**src/rtl/game_pkg.sv**
```systemverilog
// Shared types and constants for the game-score path.
// Contents: state_t (FSM states), bcd_digit_t (one BCD digit),
// MAX_SCORE, and default TARGET / BUST_VAL values.
package game_pkg;
   typedef enum logic [1:0] {PLAY, ADD, CHECK, OVER} state_t;
   typedef logic [3:0] bcd_digit_t;

   localparam int MAX_SCORE    = 99;
   localparam int DEF_TARGET   = 21;
   localparam int DEF_BUST_VAL = 7;
endpackage

```
**src/rtl/score_keeper_if.sv**
```systemverilog
// Roll handshake bus between the roll/sum generator (master) and
// score_keeper (slave).
//   roll_valid : sum holds a new roll
//   roll_ready : consumer can accept a roll
//   sum        : roll value 0..15
interface score_keeper_if;
   logic       roll_valid;
   logic       roll_ready;
   logic [3:0] sum;

   modport master (output roll_valid, output sum, input roll_ready);
   modport slave  (input roll_valid, input sum, output roll_ready);
endinterface

```
**src/rtl/bcd_add_sat.sv**
```systemverilog
// Combinational adder: two-digit BCD score plus a binary value 0..15,
// saturating at 99.
//   ones_i, tens_i : current BCD digits
//   sum_i          : binary addend 0..15
//   ones_o, tens_o : resulting BCD digits
module bcd_add_sat
   import game_pkg::*;
(
   input  bcd_digit_t ones_i,
   input  bcd_digit_t tens_i,
   input  logic [3:0] sum_i,
   output bcd_digit_t ones_o,
   output bcd_digit_t tens_o
);
   logic [4:0] t;       // ones + sum, 0..24
   logic [4:0] tens_w;  // tens after carry, 0..11
   logic [4:0] ones_w;

   always_comb begin
      t      = 5'(ones_i) + 5'(sum_i);
      ones_w = t;
      tens_w = 5'(tens_i);
      if (t >= 5'd20) begin
         ones_w = t - 5'd20;
         tens_w = 5'(tens_i) + 5'd2;
      end else if (t >= 5'd10) begin
         ones_w = t - 5'd10;
         tens_w = 5'(tens_i) + 5'd1;
      end
      // Ones is always 0..9 here, so any tens carry past 9 means > MAX_SCORE.
      if (tens_w > 5'd9) begin
         ones_o = 4'd9;
         tens_o = 4'd9;
      end else begin
         ones_o = ones_w[3:0];
         tens_o = tens_w[3:0];
      end
   end
endmodule

```
**src/rtl/score_keeper.sv**
```systemverilog
// Game-score controller: accepts one roll per PLAY visit over roll_if,
// accumulates it into a two-digit BCD score, and ends the game on
// reaching TARGET or (with SCORE_KEEPER_BUST_EN defined) on a roll
// equal to BUST_VAL.
//   clk, rst_n           : clock, synchronous active-low reset
//   roll_if (slave)      : roll_valid / roll_ready / sum handshake
//   restart              : start new game, honoured only in OVER
//   score_ones/tens      : BCD score digits
//   gameover_s           : high while in OVER
// Optional feature macro: SCORE_KEEPER_BUST_EN.
module score_keeper
   import game_pkg::*;
#(
   parameter int TARGET   = DEF_TARGET,
   parameter int BUST_VAL = DEF_BUST_VAL
) (
   input  logic                 clk,
   input  logic                 rst_n,
   score_keeper_if.slave        roll_if,
   input  logic                 restart,
   output bcd_digit_t           score_ones,
   output bcd_digit_t           score_tens,
   output logic                 gameover_s
);
   state_t     state_q, state_d;
   logic [3:0] sum_q, sum_d;
   bcd_digit_t ones_q, ones_d, tens_q, tens_d;
   logic       go_q, go_d;
   bcd_digit_t add_ones, add_tens;
   logic [6:0] score_dec;

   bcd_add_sat u_add (
      .ones_i (ones_q),
      .tens_i (tens_q),
      .sum_i  (sum_q),
      .ones_o (add_ones),
      .tens_o (add_tens)
   );

   assign score_dec = 7'(tens_q) * 7'd10 + 7'(ones_q);

   always_comb begin
      state_d = state_q;
      sum_d   = sum_q;
      ones_d  = ones_q;
      tens_d  = tens_q;
      go_d    = go_q;
      case (state_q)
         PLAY: begin
            // ready is implied by being in PLAY
            if (roll_if.roll_valid) begin
               sum_d   = roll_if.sum;
               state_d = ADD;
            end
         end
         ADD: begin
`ifdef SCORE_KEEPER_BUST_EN
            if (sum_q == 4'(BUST_VAL)) begin
               go_d    = 1'b1;
               state_d = OVER;
            end else begin
               ones_d  = add_ones;
               tens_d  = add_tens;
               state_d = CHECK;
            end
`else
            ones_d  = add_ones;
            tens_d  = add_tens;
            state_d = CHECK;
`endif
         end
         CHECK: begin
            if (score_dec >= 7'(TARGET)) begin
               go_d    = 1'b1;
               state_d = OVER;
            end else begin
               state_d = PLAY;
            end
         end
         OVER: begin
            if (restart) begin
               ones_d  = '0;
               tens_d  = '0;
               go_d    = 1'b0;
               state_d = PLAY;
            end
         end
         default: state_d = PLAY;
      endcase
   end

   always_ff @(posedge clk) begin
      if (!rst_n) begin
         state_q <= PLAY;
         sum_q   <= '0;
         ones_q  <= '0;
         tens_q  <= '0;
         go_q    <= 1'b0;
      end else begin
         state_q <= state_d;
         sum_q   <= sum_d;
         ones_q  <= ones_d;
         tens_q  <= tens_d;
         go_q    <= go_d;
      end
   end

   assign roll_if.roll_ready = (state_q == PLAY);
   assign score_ones         = ones_q;
   assign score_tens         = tens_q;
   assign gameover_s         = go_q;
endmodule

```
**src/flat_wrapper.sv**
```systemverilog
// flat-port wrapper written by rule: the top's interface ports become plain ports
module score_keeper_flat import game_pkg::*;
#(
   parameter int TARGET   = DEF_TARGET,
   parameter int BUST_VAL = DEF_BUST_VAL
)
  (clk, rst_n, restart, score_ones, score_tens, gameover_s, roll_if_roll_valid, roll_if_sum, roll_if_roll_ready);
  score_keeper_if roll_if_i ();
  input  logic clk;
  input  logic rst_n;
  input  logic restart;
  output bcd_digit_t score_ones;
  output bcd_digit_t score_tens;
  output logic gameover_s;
  input wire logic [$bits(roll_if_i.roll_valid)-1:0] roll_if_roll_valid;
  input wire logic [$bits(roll_if_i.sum)-1:0] roll_if_sum;
  output wire logic [$bits(roll_if_i.roll_ready)-1:0] roll_if_roll_ready;
  assign roll_if_i.roll_valid = roll_if_roll_valid;
  assign roll_if_i.sum = roll_if_sum;
  assign roll_if_roll_ready = roll_if_i.roll_ready;
  score_keeper #(.TARGET(TARGET), .BUST_VAL(BUST_VAL)) u_core (.clk(clk), .rst_n(rst_n), .roll_if(roll_if_i), .restart(restart), .score_ones(score_ones), .score_tens(score_tens), .gameover_s(gameover_s));
endmodule
```
**config.mk**
```make
export PLATFORM = sky130hd
export DESIGN_NAME = score_keeper_flat
export DESIGN_NICKNAME = d
export VERILOG_FILES = /design/src/rtl/game_pkg.sv /design/src/rtl/score_keeper_if.sv /design/src/rtl/bcd_add_sat.sv /design/src/rtl/score_keeper.sv /design/src/flat_wrapper.sv
export SDC_FILE = /design/constraint.sdc
export NUM_CORES = 1
export LEC_CHECK = 0
export ABC_CLOCK_PERIOD_IN_PS = 3450
export BUFFER_PORTS_ARGS = -buffer_cell sky130_fd_sc_hd__buf_2
export CAP_MARGIN = 20
export CORE_UTILIZATION = 29
export CTS_CLUSTER_SIZE = 30
export DETAILED_ROUTE_END_ITERATION = 6
export GPL_ROUTABILITY_DRIVEN = 1
export HOLD_SLACK_MARGIN = 0.03
export PLACE_DENSITY = 0.57
export SLEW_MARGIN = 20
export SYNTH_ARGS = -nofsm -noshare
export SYNTH_HDL_FRONTEND = slang
export SYNTH_SLANG_ARGS = --single-unit
```
**constraint.sdc**
```tcl
create_clock -name clk -period 3.45 [get_ports clk]
set_input_delay 0.69 -clock clk [delete_from_list [all_inputs] [get_ports clk]]
set_output_delay 0.69 -clock clk [all_outputs]
set_load 0.01 [all_outputs]
```
======== Word-level counts from Yosys, hierarchy flattened ========
Cells that the tools add are included.
word-level totals
  flip-flop bits (word level) ............. 15
  output and inout port bits .............. 10
cells by class
  $add $sub $neg .......................... 6
  $mul .................................... 1
  order comparisons ....................... 4
  equality and inequality tests ........... 6
  muxes and demuxes ....................... 16
  reduce and logical (&&, ||, !) cells .... 7
operator list
  kind                                                                                 number
  4-bit two-way mux                                                                    5
  4-bit one-hot mux with 2 select lines                                                2
  5-bit two-way mux                                                                    2
  2-bit one-hot mux with 4 select lines                                                1
  7-bit by 4-bit adder with 7-bit output                                               1
  7-bit by 5-bit greater-or-equal comparator with 1-bit output, second input constant  1
  4-bit by 3-bit multiplier with 6-bit output, second input constant                   1
  2-bit two-way mux                                                                    3
  2-bit AND reduction                                                                  3
  4-bit by 1-bit adder with 5-bit output, second input constant                        1
  4-bit by 2-bit adder with 5-bit output, second input constant                        1
  4-bit by 4-bit adder with 5-bit output                                               1
  5-bit by 4-bit greater-or-equal comparator with 1-bit output, second input constant  1
  5-bit greater-or-equal comparator, second input constant                             1
  5-bit by 4-bit > comparator with 1-bit output, second input constant                 1
  2-bit equality test, second input constant                                           2
  2-bit inequality test, second input constant                                         2
  2-bit nonzero test                                                                   2
  4-bit by 3-bit subtractor with 4-bit output, second input constant                   1
  4-bit subtractor, second input constant                                              1
  3-bit AND reduction                                                                  1
  2-bit by 1-bit equality test with 1-bit output, second input constant                1
  2-bit zero test                                                                      1
  1-bit two-way mux                                                                    2
  2 further kinds                                                                      2

======== Logic depth before layout (Yosys ltp) ========
  word-level depth ........................ 7
  gate-level depth with buffers ........... 12

======== Cells and area by module ========
A second synthesis with hierarchy kept.
second synthesis, totals
  cells, all modules ...................... 160
  area total of the unflattened synthesis .. 1468.9 sq um
by module, submodules not included
  module        times used  cells each  area each (sq um)
  score_keeper  1           81          805.8
  bcd_add_sat   1           79          663.1

======== Worst setup path before layout ========
No wires, ideal clock.
  kind .................................... register to register
  from .................................... register u_core.ones_q[1] (netlist: u_core.score_ones[1])
  to ...................................... register u_core.tens_q[3] (netlist: u_core.score_tens[3])
  library setup time ...................... 0.128 ns
  arrival ................................. 3.122 ns
  data required time ...................... 3.322 ns
  setup slack ............................. 0.201 ns
  cell stages (with the launch flop) ...... 13
  path buffers ............................ 0
  period minus slack after synthesis ...... 3.249 ns
  cell sequence ........................... dfxtp_1 ha_1 a21o_1 a211o_1 nand2_1 ha_1 or3b_1 a221oi_4 a31oi_4 mux2_4 a211o_1 a32oi_1 nor2_1
between the ends
  longest elaborated chain between the ends .. 7
RTL lines
  what                                                          line                 RTL
  start, declared                                               score_keeper.sv:27   bcd_digit_t ones_q, ones_d, tens_q, tens_d;
  start signal, assigned                                        score_keeper.sv:102  ones_q <= ones_d;
  4-bit by 4-bit adder with 5-bit output (*)                    bcd_add_sat.sv:20    t = 5'(ones_i) + 5'(sum_i);
  5-bit by 4-bit greater-or-equal comparator with 1-bit output  bcd_add_sat.sv:26    end else if (t >= 5'd10) begin
  5-bit two-way mux                                             bcd_add_sat.sv:26
  5-bit two-way mux (*)                                         bcd_add_sat.sv:23    if (t >= 5'd20) begin
  5-bit by 4-bit > comparator with 1-bit output                 bcd_add_sat.sv:31    if (tens_w > 5'd9) begin
  4-bit two-way mux (*)                                         bcd_add_sat.sv:31
  4-bit one-hot mux with 2 select lines (*)                     score_keeper.sv:48   case (state_q)
  end signal, assigned                                          score_keeper.sv:103  tens_q <= tens_d;
  end, declared                                                 score_keeper.sv:27
Every way passes the cells marked *; elsewhere a longest branch is shown, timed or not.
A chain may end at the register's enable or synchronous reset.

======== Worst setup path after layout ========
  from .................................... register u_core.ones_q[0] (netlist: u_core.score_ones[0])
  to ...................................... register u_core.tens_q[0] (netlist: u_core.score_tens[0])
Same word-level chain as after synthesis.

==> key figures <==
Critical path
  – Sort of element at the end of the critical path: register
  – Worst flop-to-flop path startpoint: u_core.score_ones[0]
  – Worst setup path end: u_core.score_tens[0]
  – Launch point of the worst path: u_core.score_ones[0]
  – Most numerous cell on the critical path: ha_1
  – Critical path required time: 3570 ps
  – Crit-path max cell delay: 400 ps
  – Reg2Reg Capture Point: u_core.score_tens[0]
  – Cells traversed along the worst timing path: ha_1 > fa_2 > xor2_2 > ha_1 > or3b_1 > a221oi_4 > a31oi_4 > mux2_4 > a211o_1 > o211ai_2 > a311oi_1
  – Critical path arrival: 3420 ps
  – Worst setup SP type: register
  – Crit path kind: reg -> reg
  – Critical path peak fanout: 9
  – Minimum setup slack among reg-to-reg paths: 150 ps
  – Worst-path cell with the longest stage delay: fa_2
  – R2R depth: 11

STA
  – Max Transition Viols Final: 0
  – Setup repair after global routing missed its margin: false
  – Total setup violations reported at the end of the flow: 0
  – Worst hold margin: 505 ps
  – F_max: 303 MHz
  – Worst Setup Slack, final: 151 ps
  – Post-route minimum period: 3300 ps
  – Tcrit/Tclk final: 0.956
  – Slew HR: 0.638
  – Max Clock Skew: 4.25 ps
  – Final TNS setup: 0 ps
  – Count of final hold-check violations: 0
  – Worst Tran Pin Value: 541 ps

Layout
  – Final antenna diode count: 0
  – Final nets: 212
  – Synth-to-layout area growth: 19.0%
  – Post-layout utilization of the core: 0.368
  – Share of cells above drive strength 1: 0.247

CTS
  – Clock-pin slew reported for the worst setup and hold paths after clock tree synthesis: 70 ps
  – Clk Tree Root Cell: clkbuf_8
  – Htree depth: 1
  – Clock tree from TritonCTS: yes
  – Clk sinks: 15
  – CTS Buf Count: 3
  – Skew-Pair Late Insertion Delay: 250 ps
  – Number of hold buffers added after CTS: 0
  – Max Root-Sink Buffers: 2

Pwr
  – Reported net switching power: 0.141 mW
  – Switching share of power: 0.313
  – PD cells: 274 mW/mm²
  – Part of the total power dissipated in sequential elements: 0.414
  – Cell-internal power: 0.310 mW
  – Power share of the combinational group: 0.255
  – Total power after layout: 0.452 mW
  – Share of total power in the clock network: 0.331
  – Cell leakage power: 0.778 nW
  – Max rail drop VDD: 0.241 mV

Place
  – Buffers added on ports: 17
  – Final Wtd Congestion: 0.779
  – Worst slack at placement: 84.0 ps
  – Final HPWL from detailed placement: 2710 µm

Drt
  – Remaining routing DRC violations: 0
  – Wire length per cell after detailed routing: 14.4 µm
  – Ratio of routed vias to standard cells: 5.42
  – Remaining number of nets flagged by the antenna check after routing: 0
  – Count of routing violations after the opening detailed-route iteration: 58
  – Sum of routed wire length over all layers: 3420 µm
  – Via count: 1289
  – Pre-Repair DR Iteration Count: 4

Synthesis
  – Top FF cell, synth: dfxtp_1
  – Syn Nets: 184
  – Cells after Synth: 159
  – Cell Area, Synth: 0.00138 mm²
  – Yosys warns: 0
  – Most instantiated library cell after synthesis: nor2_1
  – Cell type with the largest total area after synthesis: dfxtp_1
  – Area share of the leading cell type in the synthesized netlist: 0.217
  – Commonest cells in the netlist: nor2_1 (19), dfxtp_1 (15), ha_1 (14), nand2_1 (11), a21oi_1 (10)
  – Library cells used by synthesis: 50
  – Sequential area share after synthesis: 0.217
  – Async S/R FF share, synth: 0
  – Flip-flop and latch count after synthesis: 15
  – Synth area leaders: dfxtp_1 (22%), ha_1 (13%), nor2_1 (5.2%)
  – Post-synthesis average cell area: 8.70 µm²
  – Count of flip-flops with a built-in enable after synthesis: 0

Run
  – # Max-Cap Violations: 0

GRT
  – Number of global-route vias before repair: 1245
  – Met1 Track Usage GR: 0.198
  – Met2 Usage GRT: 0.238
  – Aggregate global routing overflow: 0
  – Antenna violations before repair: 0
  – Global Route met3 Usage: 0.0370
  – Most utilized layer in the global route result: met2
  – Total routing usage reported by global routing: 0.148
  – First-pass GRT wire length: 5850 µm
  – Maximum number of pins on one net before global-route repair: 13

Die
  – CORE AREA: 0.00447 mm²
  – Chip Width: 71.1 µm
  – Initial Util: 0.309
  – Num rows: 24
  – Die footprint: 0.00505 mm²
  – Vertical die dimension: 71.1 µm
  – I/O Pins: 18

Hold path
  – Worst min path class: reg -> reg

Outcome
  – Outcome: completed
## worst max-delay path: cells and delay by family, from the launching register on
kind	cells	cell delay [ps]
AO/OA/AOI/OAI	5	1030
adder cells (fa/ha/maj)	3	820
AND/OR/NAND/NOR	1	400
flip-flops	1	360
multiplexers	1	340
XOR/XNOR	1	210
## worst min path at each step
stage,start,to,slack [ps],cells past startpoint
after floorplan,u_core.sum_q[0],u_core.sum_q[0],460,2
after global placement,u_core.sum_q[3],u_core.sum_q[3],490,2
after detailed placement,u_core.sum_q[3],u_core.sum_q[3],500,2
after CTS,u_core.sum_q[3],u_core.sum_q[3],510,2
after global routing,u_core.sum_q[3],u_core.sum_q[3],540,2
final,u_core.sum_q[3],u_core.sum_q[3],510,2
## layout make-up
type | instances | area [µm²]
Multi-Input combinational cell | 131 | 1040
Inverter | 10 | 37.5
Tap cell | 52 | 65.1
Fill cell | 468 | 2830
Timing Repair Buffer | 26 | 153
Clock buffer | 3 | 41.3
Clock inverter | 1 | 7.51
Sequential cell | 15 | 302
## placed cells by master (no fill, tap or decap), types with 3 or more instances in the layout
master,instances
a211o_1,3
a211oi_1,3
a21o_1,5
a21oi_1,10
a311oi_1,3
buf_2,17
buf_4,9
clkbuf_8,3
dfxtp_1,14
ha_1,14
inv_1,9
mux2i_1,5
nand2_1,11
nand3_1,4
nor2_1,19
o211ai_1,5
o21ai_0,4
xnor2_1,3
## power by group through the flow
| stage | logic (mW) | clock network (mW) | registers [mW] |
|---|---|---|---|
| final | 0.115 | 0.150 | 0.187 |
| after global routing | 0.127 | 0.163 | 0.188 |
| after CTS | 0.113 | 0.156 | 0.187 |
| after detailed placement | 0.113 | 0 | 0.191 |
| after global placement | 0.112 | 0 | 0.191 |
| after floorplan | 0.0769 | 0 | 0.191 |
## stage by stage
| stage | cells | instance area [µm²] |
|---|---|---|
| after floorplan | 159 | 1380 |
| after global placement | 233 | 1580 |
| after detailed placement | 233 | 1580 |
| after CTS | 237 | 1630 |
| after global routing | 238 | 1650 |
| final | 238 | 1650 |
## registers in the layout (all words and copies together), names as in the netlist
name,count
u_core.state_q,2
u_core.score_tens,4
u_core.sum_q,4
u_core.gameover_s,1
u_core.score_ones,4
## layer usage
| layer | part of all wire | vias to the layer above |
|---|---|---|
| li1 | - | 664 |
| met1 | 0.51 | 600 |
| met2 | 0.45 | 20 |
| met3 | 0.034 | 5 |
| met4 | 0.0073 | 0 |
| met5 | 0 | - |
## cells by family after synthesis
| group | count (synthesis) | synth area share |
|---|---|---|
| compound gates | 54 | 0.322 |
| simple gates | 50 | 0.177 |
| fa+ha+maj | 17 | 0.170 |
| flops | 15 | 0.217 |
| buf+inv | 13 | 0.0362 |
| mux | 6 | 0.0470 |
| xor+xnor | 4 | 0.0307 |
## repair_timing
action,4_1_cts,5_1_grt
setup endpoints to repair,0,7
setup buffers,0,1
resized for setup,0,4
(Power assumes the default switching activity.)
